--- config.mk ---
export PLATFORM = sky130hd
export DESIGN_NAME = usb_tx_controller
export DESIGN_NICKNAME = d
export VERILOG_FILES = /design/src/rtl/usb_link_pkg.sv /design/src/rtl/ft245_write_strobe.sv /design/src/rtl/usb_tx_controller.sv
export SDC_FILE = /design/constraint.sdc
export NUM_CORES = 1
export LEC_CHECK = 0
export ABC_AREA = 1
export BUFFER_PORTS_ARGS = -buffer_cell sky130_fd_sc_hd__buf_2
export CAP_MARGIN = 25
export CORE_MARGIN = 3
export CORE_UTILIZATION = 55
export CTS_BUF_LIST = sky130_fd_sc_hd__clkbuf_2 sky130_fd_sc_hd__clkbuf_4 sky130_fd_sc_hd__clkbuf_8
export DETAILED_ROUTE_END_ITERATION = 10
export MAX_ROUTING_LAYER = met4
export PLACE_DENSITY = 0.87
export SLEW_MARGIN = 0
export SYNTH_ARGS = -nofsm -noshare
export SYNTH_HDL_FRONTEND = slang
export SYNTH_HIERARCHICAL = 1
export SYNTH_SLANG_ARGS = --single-unit
--- constraint.sdc ---
create_clock -name clk -period 2.6 [get_ports clk]
set_input_delay 0.39 -clock clk [delete_from_list [all_inputs] [get_ports clk]]
set_output_delay 0.39 -clock clk [all_outputs]
set_load 0.05 [all_outputs]
--- src/rtl/usb_link_pkg.sv ---
// rtl/usb_link_pkg.sv - shared FT245 link types, frame constants and timing defaults
package usb_link_pkg;

    typedef enum logic [2:0] {
        ST_IDLE    = 3'd0,
        ST_WAIT    = 3'd1,
        ST_SETUP   = 3'd2,
        ST_STROBE  = 3'd3,
        ST_HOLD    = 3'd4,
        ST_RECOVER = 3'd5
    } link_state_t;

    localparam logic [7:0] DEFAULT_HEADER_BYTE = 8'hA5;
    localparam int         FRAME_BYTES         = 4;

    // Bus timing defaults, shared with the read side of the link
    localparam int unsigned DEFAULT_SETUP_CYCLES   = 2;
    localparam int unsigned DEFAULT_STROBE_CYCLES  = 3;
    localparam int unsigned DEFAULT_HOLD_CYCLES    = 1;
    localparam int unsigned DEFAULT_RECOVER_CYCLES = 4;

    function automatic logic [7:0] frame_checksum(input logic [7:0] hdr,
                                                  input logic [7:0] b1,
                                                  input logic [7:0] b2);
        return hdr ^ b1 ^ b2;
    endfunction

endpackage

--- src/rtl/ft245_write_strobe.sv ---
// rtl/ft245_write_strobe.sv - single-byte FT245 write sequencer with bus arbitration
module ft245_write_strobe
    import usb_link_pkg::*;
#(
    parameter int unsigned SETUP_CYCLES   = DEFAULT_SETUP_CYCLES,
    parameter int unsigned STROBE_CYCLES  = DEFAULT_STROBE_CYCLES,
    parameter int unsigned HOLD_CYCLES    = DEFAULT_HOLD_CYCLES,
    parameter int unsigned RECOVER_CYCLES = DEFAULT_RECOVER_CYCLES
) (
    input  logic       clk,
    input  logic       reset_n,
    input  logic       start,
    input  logic       more,
    input  logic [7:0] data,
    input  logic       rx_busy,
    input  logic       txe_sync,
    output logic       wr_n,
    output logic [7:0] data_out,
    output logic       data_oe,
    output logic       done,
    output logic [2:0] state_out
);

    localparam logic [3:0] SETUP_LIM   = 4'(SETUP_CYCLES);
    localparam logic [3:0] STROBE_LIM  = 4'(STROBE_CYCLES);
    localparam logic [3:0] HOLD_LIM    = 4'(HOLD_CYCLES);
    localparam logic [3:0] RECOVER_LIM = 4'(RECOVER_CYCLES);

    link_state_t state;
    link_state_t next_state;
    logic [3:0]  cnt;
    logic [3:0]  lim;
    logic        phase_done;

    always_ff @(posedge clk or negedge reset_n) begin
        if (!reset_n) begin
            state    <= ST_IDLE;
            cnt      <= 4'd0;
            data_out <= 8'h00;
        end else begin
            state <= next_state;
            if (state != next_state || state == ST_IDLE || state == ST_WAIT)
                cnt <= 4'd0;
            else
                cnt <= cnt + 4'd1;
            if (state == ST_WAIT && next_state == ST_SETUP)
                data_out <= data;
        end
    end

    always_comb begin
        next_state = state;
        done       = 1'b0;
        lim        = 4'd0;
        case (state)
            ST_SETUP:   lim = SETUP_LIM;
            ST_STROBE:  lim = STROBE_LIM;
            ST_HOLD:    lim = HOLD_LIM;
            ST_RECOVER: lim = RECOVER_LIM;
            default:    lim = 4'd0;
        endcase
        // A zero-length phase still occupies one cycle
        phase_done = ({1'b0, cnt} + 5'd1) >= {1'b0, lim};
        case (state)
            ST_IDLE:    if (start) next_state = ST_WAIT;
            ST_WAIT:    if (!txe_sync && !rx_busy) next_state = ST_SETUP;
            ST_SETUP:   if (phase_done) next_state = ST_STROBE;
            ST_STROBE:  if (phase_done) next_state = ST_HOLD;
            ST_HOLD:    if (phase_done) next_state = ST_RECOVER;
            ST_RECOVER: if (phase_done) begin
                done       = 1'b1;
                next_state = more ? ST_WAIT : ST_IDLE;
            end
            default:    next_state = ST_IDLE;
        endcase
    end

    assign wr_n      = (state != ST_STROBE);
    assign data_oe   = (state == ST_SETUP) || (state == ST_STROBE) ||
                       (state == ST_HOLD && HOLD_CYCLES != 0);
    assign state_out = state;

endmodule

--- src/rtl/usb_tx_controller.sv ---
// rtl/usb_tx_controller.sv - packs panel switches into 4-byte status frames for the FT245 link
module usb_tx_controller
    import usb_link_pkg::*;
#(
    parameter int unsigned SETUP_CYCLES   = DEFAULT_SETUP_CYCLES,
    parameter int unsigned STROBE_CYCLES  = DEFAULT_STROBE_CYCLES,
    parameter int unsigned HOLD_CYCLES    = DEFAULT_HOLD_CYCLES,
    parameter int unsigned RECOVER_CYCLES = DEFAULT_RECOVER_CYCLES,
    parameter logic [7:0]  HEADER_BYTE    = DEFAULT_HEADER_BYTE
) (
    input  logic        clk,
    input  logic        reset_n,
    input  logic [15:0] panel_switches_raw,
    input  logic        report_req,
    input  logic        rx_busy,
    input  logic        txe_n_raw,
    output logic        wr_n,
    output logic [7:0]  data_out,
    output logic        data_oe,
    output logic        tx_busy,
    output logic [15:0] frames_sent,
    output logic [2:0]  state_out
);

    localparam logic [1:0] LAST_IDX = 2'(FRAME_BYTES - 1);

    logic        txe_s1, txe_sync;
    logic [15:0] sw_s1, sw_sync, sw_prev, frame_sw;
    logic        pending;
    logic [1:0]  byte_idx;
    logic [7:0]  cur_byte;
    logic        latch, done;

    assign latch = (state_out == ST_IDLE) && pending;

    always_ff @(posedge clk or negedge reset_n) begin
        if (!reset_n) begin
            txe_s1      <= 1'b1;
            txe_sync    <= 1'b1;
            sw_s1       <= 16'h0000;
            sw_sync     <= 16'h0000;
            sw_prev     <= 16'h0000;
            frame_sw    <= 16'h0000;
            pending     <= 1'b0;
            byte_idx    <= 2'd0;
            tx_busy     <= 1'b0;
            frames_sent <= 16'h0000;
        end else begin
            txe_s1   <= txe_n_raw;
            txe_sync <= txe_s1;
            sw_s1    <= panel_switches_raw;
            sw_sync  <= sw_s1;
            // A request arriving in the latch cycle still earns one more frame
            if (latch)
                pending <= report_req;
            else
                pending <= pending | report_req | (sw_sync != sw_prev);
            if (latch) begin
                frame_sw <= sw_sync;
                sw_prev  <= sw_sync;
                byte_idx <= 2'd0;
                tx_busy  <= 1'b1;
            end else if (done) begin
                byte_idx <= byte_idx + 2'd1;
                if (byte_idx == LAST_IDX) begin
                    tx_busy     <= 1'b0;
                    frames_sent <= frames_sent + 16'd1;
                end
            end
        end
    end

    always_comb begin
        cur_byte = HEADER_BYTE;
        case (byte_idx)
            2'd0: cur_byte = HEADER_BYTE;
            2'd1: cur_byte = frame_sw[7:0];
            2'd2: cur_byte = frame_sw[15:8];
            2'd3: cur_byte = frame_checksum(HEADER_BYTE, frame_sw[7:0], frame_sw[15:8]);
            default: cur_byte = HEADER_BYTE;
        endcase
    end

    ft245_write_strobe #(
        .SETUP_CYCLES  (SETUP_CYCLES),
        .STROBE_CYCLES (STROBE_CYCLES),
        .HOLD_CYCLES   (HOLD_CYCLES),
        .RECOVER_CYCLES(RECOVER_CYCLES)
    ) u_strobe (
        .clk      (clk),
        .reset_n  (reset_n),
        .start    (latch),
        .more     (byte_idx != LAST_IDX),
        .data     (cur_byte),
        .rx_busy  (rx_busy),
        .txe_sync (txe_sync),
        .wr_n     (wr_n),
        .data_out (data_out),
        .data_oe  (data_oe),
        .done     (done),
        .state_out(state_out)
    );

endmodule

## Yosys cells after proc, flatten, opt, wreduce, memory -nomap -nowiden

Index checks and enable logic that the tools add are counted.

- Output and inout bits: 30
- Bits in registers: 85

- Equal/unequal tests: 13
- $lt $le $gt $ge: 1
- Add/sub/neg operators: 4
- Reductions and logical operators: 15
- Bitwise logic cells: 5
- Multiplexer cells: 19

Operators by type and width:

| kind | number |
|---|---|
| 8-bit case mux with 4 select lines | 1 |
| 3-bit two-way mux | 6 |
| 3-bit case mux with 6 select lines | 1 |
| 16-bit by 1-bit adder with 16-bit output (second input constant) | 1 |
| 16-bit != test | 1 |
| 3-bit case mux with 4 select lines | 1 |
| 3-bit by 2-bit == test with 1-bit output (second input constant) | 3 |
| 8-bit bitwise XOR | 1 |
| 1-bit two-way mux | 7 |
| 3-bit == test (second input constant) | 2 |
| 4-bit by 1-bit adder with 5-bit output (second input constant) | 1 |
| 5-bit by 3-bit >= comparator with 1-bit output | 1 |
| 4-bit by 1-bit adder with 4-bit output (second input constant) | 1 |
| 2-bit == test (second input constant) | 2 |
| 1-bit logical OR | 4 |
| 2-bit two-way mux | 2 |
| 4-bit two-way mux | 1 |
| 4-bit NOT | 1 |
| 2-bit nonzero test | 2 |
| 3-bit by 1-bit == test with 1-bit output (second input constant) | 1 |
| 1-bit logical AND | 3 |
| 3-bit logical NOT | 1 |
| 3-bit by 2-bit != test with 1-bit output (second input constant) | 1 |
| 3-bit != test | 1 |
| other kinds (9) | 11 |

## Longest topological paths before layout

Gate-level depths: netlist (run 1).

- Depth in word-level cells: 9
- Depth in mapped cells: 18
- Mapped depth without buffers: 18

## By module

The synthesis (run 1) kept the hierarchy.

Modules (own cells, without submodules):

| module | instances | cells an instance | area an instance (um^2) |
|---|---|---|---|
| usb_tx_controller | 1 | 321 | 3,027.9 |
| ft245_write_strobe | 1 | 119 | 932.1 |

## Worst setup path after synthesis (run 1)

OpenSTA, ideal clock, no wires.

- Kind: flip-flop to flip-flop
- From: register u_strobe.state[1] (netlist: u_strobe/state_out[1])
- To: register frames_sent[3]
- Library setup time: 0.145 ns
- Stages on the path, launching flop included: 16
- Arrival time: 2.903 ns
- Path slack: -0.448 ns
- Path through: dfrtp_1 > nand3_1 > a21oi_1 > ha_1 > inv_1 > nand2_1 > nand2_1 > nand2_1 > nand2_2 > nand3_1 > nand2_1 > inv_1 > nand3_4 > buf_8 > nor2_1 > xor2_1

- Word-level cells in the longest chain between the ends: 6
- Elaborated cells between the ends (all ways): 12

Ends and longest elaborated chain:

| element | RTL line | source |
|---|---|---|
| start, declared | ft245_write_strobe.sv:29 | `link_state_t state;` |
| start signal, assigned | ft245_write_strobe.sv:41 | `state <= next_state;` |
| 3-bit == test (tied with other cells) | ft245_write_strobe.sv:55, ft245_write_strobe.sv:64 |  |
| 3-bit case mux with 4 select lines | ft245_write_strobe.sv:55 | `case (state)` |
| 5-bit by 3-bit >= comparator with 1-bit output | ft245_write_strobe.sv:63 | `phase_done = ({1'b0, cnt} + 5'd1) >= {1'b0, lim};` |
| 1-bit two-way mux | ft245_write_strobe.sv:70 | `ST_RECOVER: if (phase_done) begin` |
| 1-bit two-way mux * | ft245_write_strobe.sv:64 | `case (state)` |
| via done | usb_tx_controller.sv:32 | `logic latch, done;` |
| 3-bit AND reduction (no source line) * | n/a |  |
| end signal, assigned | usb_tx_controller.sv:67 | `frames_sent <= frames_sent + 16'd1;` |
| end, declared | usb_tx_controller.sv:21 | `output logic [15:0] frames_sent,` |

Mark *: on every way through the listed nets, which the timed path passes. The rest lies on a longest branch.
A chain may end at the register's enable or synchronous reset.

## Worst setup path after layout (run 1)

- From: register u_strobe.state[2] (netlist: u_strobe/state_out[2])
- To: register frames_sent[6]

Same word-level chain as after synthesis.

==> metrics, run 1 <==
result of the run=completed; drt initial violations=154; peak clock frequency supported by timing=0.405 GHz; Top cell by count, worst path=nand2_1; cell types with the largest area share after synthesis=dfrtp_1 (52%), nand2_1 (11%), inv_1 (4.5%); critical path capture point type=flip-flop; cell type with the largest total area after synthesis=dfrtp_1; largest net degree at the start of global routing=54; share of the clock period used by the worst path after layout=0.950; combined area of all synthesized cells=slightly below 4000 um^2; drt via density=5.03; slowest cell delay on critical path=0.43 ns; area grow syn2layout=15.7%; routed via count=3038; worst IR drop on VDD=between 0.4 and 0.5 mV; Layout Cells excl Fill=604; Sink Count=85; number of nets in the final layout=536; CTS H-tree depth=3; antenna violations before repair=0; share of layout cells above drive strength 1=0.232; clock tree from TritonCTS=built; largest fanout of any net on the critical path=7; standard-cell rows=30; Max-slew headroom=0.547; wire length of the first global-routing pass=between 10000 and 15000 um; share of the synthesized area in the top cell type=0.524; horizontal die dimension=90.9 um; number of enable-type register cells in the synthesized netlist=0; Post-Route Hold Slack=0.0769 ns; Starting Density=0.577; Setup WS post-layout=0.130 ns; CP Buf/Inv Count=5; number of warnings issued by yosys=6; setup clock skew after layout=0.0102 ns; slew of the pin with the lowest slew margin=0.680 ns; sequential fraction of the synthesis area=0.538; root buffer cell=clkbuf_8; gp weighted congestion=0.860; DRT antenna net count=0; final wirelength=7770 um; mean instance size in the synthesized netlist=about 9 um^2; data arrival time of the critical path=2.71 ns; clock-pin slew reported for the worst setup and hold paths after clock tree synthesis=0.09 ns; total power after layout=4.22 mW; cell total after placement=581; Post-Synthesis Cells=440; vertical die dimension=90.9 um; final cell utilization of the core=0.667; final max-slew violation count=0; via count of the first global-routing pass=2927; required time of the critical path=2.84 ns; CP Cell Sequence=inv_2 > ha_1 > a21oi_1 > ha_1 > inv_1 > nand2_1 > nand2_1 > nand2_1 > nand2_2 > nand3_2 > nand2_1 > inv_2 > nand3_4 > buf_4 > buf_4 > nand2_1 > nand2_1; fraction of synthesis flops using an asynchronous set or reset pin=1.00; core area=between 6000 and 7000 um^2; number of antenna repair diodes=0; syn nets=473; critical path class=reg -> reg; top_reg_cell synth=dfrtp_1; deepest clock path buffer count=2; number of input and output port buffers inserted=50; Hold Path Class=in -> async; startpoint type of the worst setup path=flip-flop; number of distinct library cells after synthesis=35; GRT Util Overall=0.193; total of fill cells in the finished design=513; global-route congestion overflow total=0; Setup Viol. Count Final=0; post-synthesis sequential element count=85; DRC=0; number of iterations in the first detailed-routing pass=4; wire per inst=roughly 13 um; pre-CTS setup slack=0.0197 ns; family of cells with the greatest summed delay on the critical path=simple AND/OR/NAND/NOR gates; leak pwr=2.42 nW; Total Die Area=8250 um^2; number of buffers created by CTS=9; clock latency on the worst-skew pair=0.35 ns; Max stage delay cell, worst path=dfrtp_2; power density over cell area=a little over 900 nW/um^2; crit path time final=2.47 ns; num ports=51; final hold violation count=0; HPWL after detailed placement=5460 um; number of maximum-capacitance constraint violations=0
## cells in the mapped netlist, types with 3 or more instances
cell	n
nand4_1	5
clkbuf_1	4
xnor2_1	7
nand3_1	28
xor2_1	9
a21oi_1	12
o21ai_0	28
nand3_2	4
or2_2	4
inv_1	47
nand2_2	4
nor2_2	3
dfrtp_1	83
nor3_1	4
nand2_4	4
inv_2	7
ha_1	12
nor2_1	36
nand2_1	119
## path summary, 6_finish.rpt
kind | startpoint | end | slack [ns] | cells past startpoint
max | u_strobe/state_out[2] | frames_sent[6] | 0.13 | 17
min | reset_n | u_strobe/cnt[3] | 0.08 | 1
max reg2reg | u_strobe/state_out[2] | frames_sent[6] | 0.13 | 17
min reg2reg | sw_s1[12] | sw_sync[12] | 0.35 | 0
max in group asynchronous | reset_n | tx_busy | 1.91 | 2
min in group clk | txe_n_raw | txe_s1 | 0.13 | 1
## power by group
| group | internal, mW | switching [mW] | leakage [nW] |
|---|---|---|---|
| logic | 0.459 | 1.07 | 1.28 |
| clock network | 0.388 | 0.482 | 0.0914 |
| registers | 1.56 | 0.268 | 1.05 |
## metrics by stage
stage	area [um^2]	setup TNS (ns)
6_report	4580	0
3_5_place_dp	4320	0
3_3_place_gp	4320	0
5_1_grt	4580	-0.0499
2_1_floorplan	3970	0
4_1_cts	4510	0
## worst register-to-register path, cell delays in order (launching register included)
cell	delay, ns
dfrtp_2	0.43
inv_2	0.10
ha_1	0.31
a21oi_1	0.05
ha_1	0.28
inv_1	0.04
nand2_1	0.04
nand2_1	0.05
nand2_1	0.07
nand2_2	0.08
nand3_2	0.10
nand2_1	0.07
inv_2	0.10
nand3_4	0.18
buf_4	0.21
buf_4	0.12
nand2_1	0.09
nand2_1	0.06
## timing repair
| item | CTS | global route |
|---|---|---|
| setup endpoints to repair | 0 | 24 |
| gates resized for setup | 0 | 3 |
| hold buffers | 0 | 0 |
| setup buffers | 0 | 7 |
## logic make-up (layout without fill, tap and decap cells)
logic type,Yosys count,count (layout),share of synthesized area
simple gates,218,218,0.260
flops,85,85,0.538
buf+inv,61,129,0.0632
compound gates,46,46,0.0607
xor+xnor,17,17,0.0395
fa+ha+maj,12,12,0.0379
other cells,1,1,0.000947
## area by class of cell
cell class / count / area, um^2 / share of cell area
flip-flops and latches: 85 / 2130 / 0.465
multi-input cells: 294 / 1590 / 0.348
repair buffers: 58 / 338 / 0.0737
inverters: 55 / 209 / 0.0456
clock buffers: 10 / 138 / 0.0300
well taps: 96 / 120 / 0.0262
clock inverters: 6 / 52.6 / 0.0115
## routing by layer
metal | routed length, um | track usage | vias to the layer above
met3 | 476 | 0.0533 | 14
met2 | 3810 | 0.297 | 88
met4 | 106 | 0.0804 | 0
met5 | 0 | - | -
met1 | 3380 | 0.243 | 1423
li1 | - | - | 1513
## layout by cell type, fill, tap and decap left out, types with 8 or more instances in the layout
cell	n
a21oi_1	12
buf_2	49
clkbuf_8	10
dfrtp_1	80
ha_1	12
inv_1	46
inv_2	8
nand2_1	119
nand3_1	26
nor2_1	35
o21ai_0	28
xor2_1	9
## sequential cells by signal (all words and copies together), names as in the netlist, 2 cells and up
register / cells
sw_sync: 16
frames_sent: 16
frame_sw: 16
u_strobe/state_out: 3
u_strobe/data_out: 8
sw_s1: 16
byte_idx: 2
u_strobe/cnt: 4
No activity file was read; power rests on OpenSTA's default activity.
==> inputs of run 2 (changes only) <==
--- a/config.mk
+++ b/config.mk
@@ -8,12 +8,13 @@
 export ABC_AREA = 1
 export BUFFER_PORTS_ARGS = -buffer_cell sky130_fd_sc_hd__buf_2
 export CAP_MARGIN = 25
-export CORE_MARGIN = 3
-export CORE_UTILIZATION = 55
+export CORE_ASPECT_RATIO = 0.7
+export CORE_MARGIN = 5
+export CORE_UTILIZATION = 58
 export CTS_BUF_LIST = sky130_fd_sc_hd__clkbuf_2 sky130_fd_sc_hd__clkbuf_4 sky130_fd_sc_hd__clkbuf_8
 export DETAILED_ROUTE_END_ITERATION = 10
 export MAX_ROUTING_LAYER = met4
-export PLACE_DENSITY = 0.87
+export PLACE_DENSITY = 0.91
 export SLEW_MARGIN = 0
 export SYNTH_ARGS = -nofsm -noshare
 export SYNTH_HDL_FRONTEND = slang
==> metrics, run 2 (synthesis results as in run 1) <==
result of the run=completed; final instance area=4610 um^2; critical path capture point type=flip-flop; clock-pin slew reported for the worst setup and hold paths after clock tree synthesis=approximately 0.090 ns; Layout Cells excl Fill=603; required time of the critical path=~2.9 ns; most frequent cells in the layout=nand2_1 (119), dfrtp_1 (80), buf_2 (49); via count of the first global-routing pass=2923; crit path time final=2.44 ns; root buffer cell=clkbuf_8; wire per inst=14.4 um; standard-cell rows=25; number of buffers created by CTS=9; global-route congestion overflow total=0; Setup WS post-layout=0.165 ns; core area=approximately 6700 um^2; GRT Util Overall=0.217; largest net degree at the start of global routing=70; largest fanout of any net on the critical path=9; pre-CTS setup slack=0.116 ns; leak pwr=~2.4 nW; number of antenna repair diodes=0; DRT antenna net count=0; Sink Count=85; peak clock frequency supported by timing=0.411 GHz; RSZ-0062 raised after global routing=no; number of maximum-capacitance constraint violations=0; area grow syn2layout=16.4%; Hold Path Class=in -> reg; most common cell after layout, fill and taps aside=nand2_1; vertical die dimension=79.1 um; clock latency on the worst-skew pair=0.35 ns; final max-slew violation count=0; number of iterations in the first detailed-routing pass=5; Total Die Area=between 8000 and 9000 um^2; gp weighted congestion=0.958; Setup Viol. Count Final=0; startpoint type of the worst setup path=flip-flop; final hold violation count=0; Starting Density=0.592; number of nets in the final layout=538; slew of the pin with the lowest slew margin=0.843 ns; final wirelength=8670 um; cell total after placement=581; drt initial violations=217; deepest clock path buffer count=2; final cell utilization of the core=0.688; power density over cell area=963 nW/um^2; HPWL after detailed placement=5710 um; data arrival time of the critical path=2.68 ns; setup clock skew after layout=0.0138 ns; Max-slew headroom=0.438; share of the clock period used by the worst path after layout=0.937; antenna violations before repair=0; wire length of the first global-routing pass=14000 um; worst IR drop on VDD=0.511 mV; CTS H-tree depth=3; Total Negative Setup Slacks=0 ns; routed via count=3161; clock tree from TritonCTS=built; number of input and output port buffers inserted=50; DRC=0; critical path class=reg -> reg; horizontal die dimension=109 um; drt via density=5.24; share of layout cells above drive strength 1=0.230; standard cell area after detailed placement=4320 um^2; num ports=51
## run 2: cell count changes in the layout (fill, tap and decap cells not counted), sizes merged
cell and delta:
buf +2, clkinv +1, inv -3, clkinvlp -1, bufinv +2
## run 2: per-layer routing
metal,share of wire,track usage
met2,0.48,0.327
met5,0,-
met4,0.013,0.0757
met3,0.083,0.0528
met1,0.42,0.289
## run 2: cell type report
type | instances | area (um^2)
clock inverter | 5 | 85.1
multi-input combinational | 294 | 1590
inverter | 55 | 209
timing repair buffer | 60 | 340
sequential | 85 | 2130
fill | 514 | 2090
tap | 94 | 118
clock buffer | 10 | 138
## run 2: stage by stage
stage | power, mW | hold WS, ns
final | 4.44 | 0.135
after global routing | 4.72 | 0.104
after CTS | 4.39 | 0.117
after detailed placement | 3.35 | 0.335
after global placement | 3.27 | 0.333
after floorplan | 2.96 | 0.0944
## run 2: where the power goes
part / total (mW) / switching (mW) / internal (mW)
registers: 1.84 / 0.282 / 1.56
clock network: 1.02 / 0.460 / 0.565
logic: 1.57 / 1.11 / 0.464
## run 2: worst max-delay path, stage by stage, from the launching register on
cell	delay, ns
dfrtp_2	0.48
ha_1	0.31
a21oi_1	0.05
ha_1	0.27
inv_1	0.03
nand2_1	0.04
nand2_1	0.04
nand2_1	0.06
nand2_2	0.07
nand3_1	0.13
nand2_1	0.08
inv_2	0.09
nand3_4	0.17
buf_12	0.20
nor2_4	0.09
nand2_2	0.07
xor2_2	0.13
## run 2: worst paths after layout
check	from	endpoint	slack (ns)	depth (start not counted)
setup reg to reg	u_strobe/state_out[1]	frames_sent[12]	0.16	16
max in group asynchronous	reset_n	frames_sent[0]	1.78	2
hold reg to reg	sw_s1[4]	sw_sync[4]	0.35	0
hold / removal	panel_switches_raw[14]	sw_s1[14]	0.13	1
min in group asynchronous	reset_n	frame_sw[10]	0.14	1
setup / recovery	u_strobe/state_out[1]	frames_sent[12]	0.16	16
## run 2: timing repair
action,4_1_cts,5_1_grt
hold buffers,0,0
resized for setup,0,1
buffers inserted,0,7
setup endpoints to repair,0,10
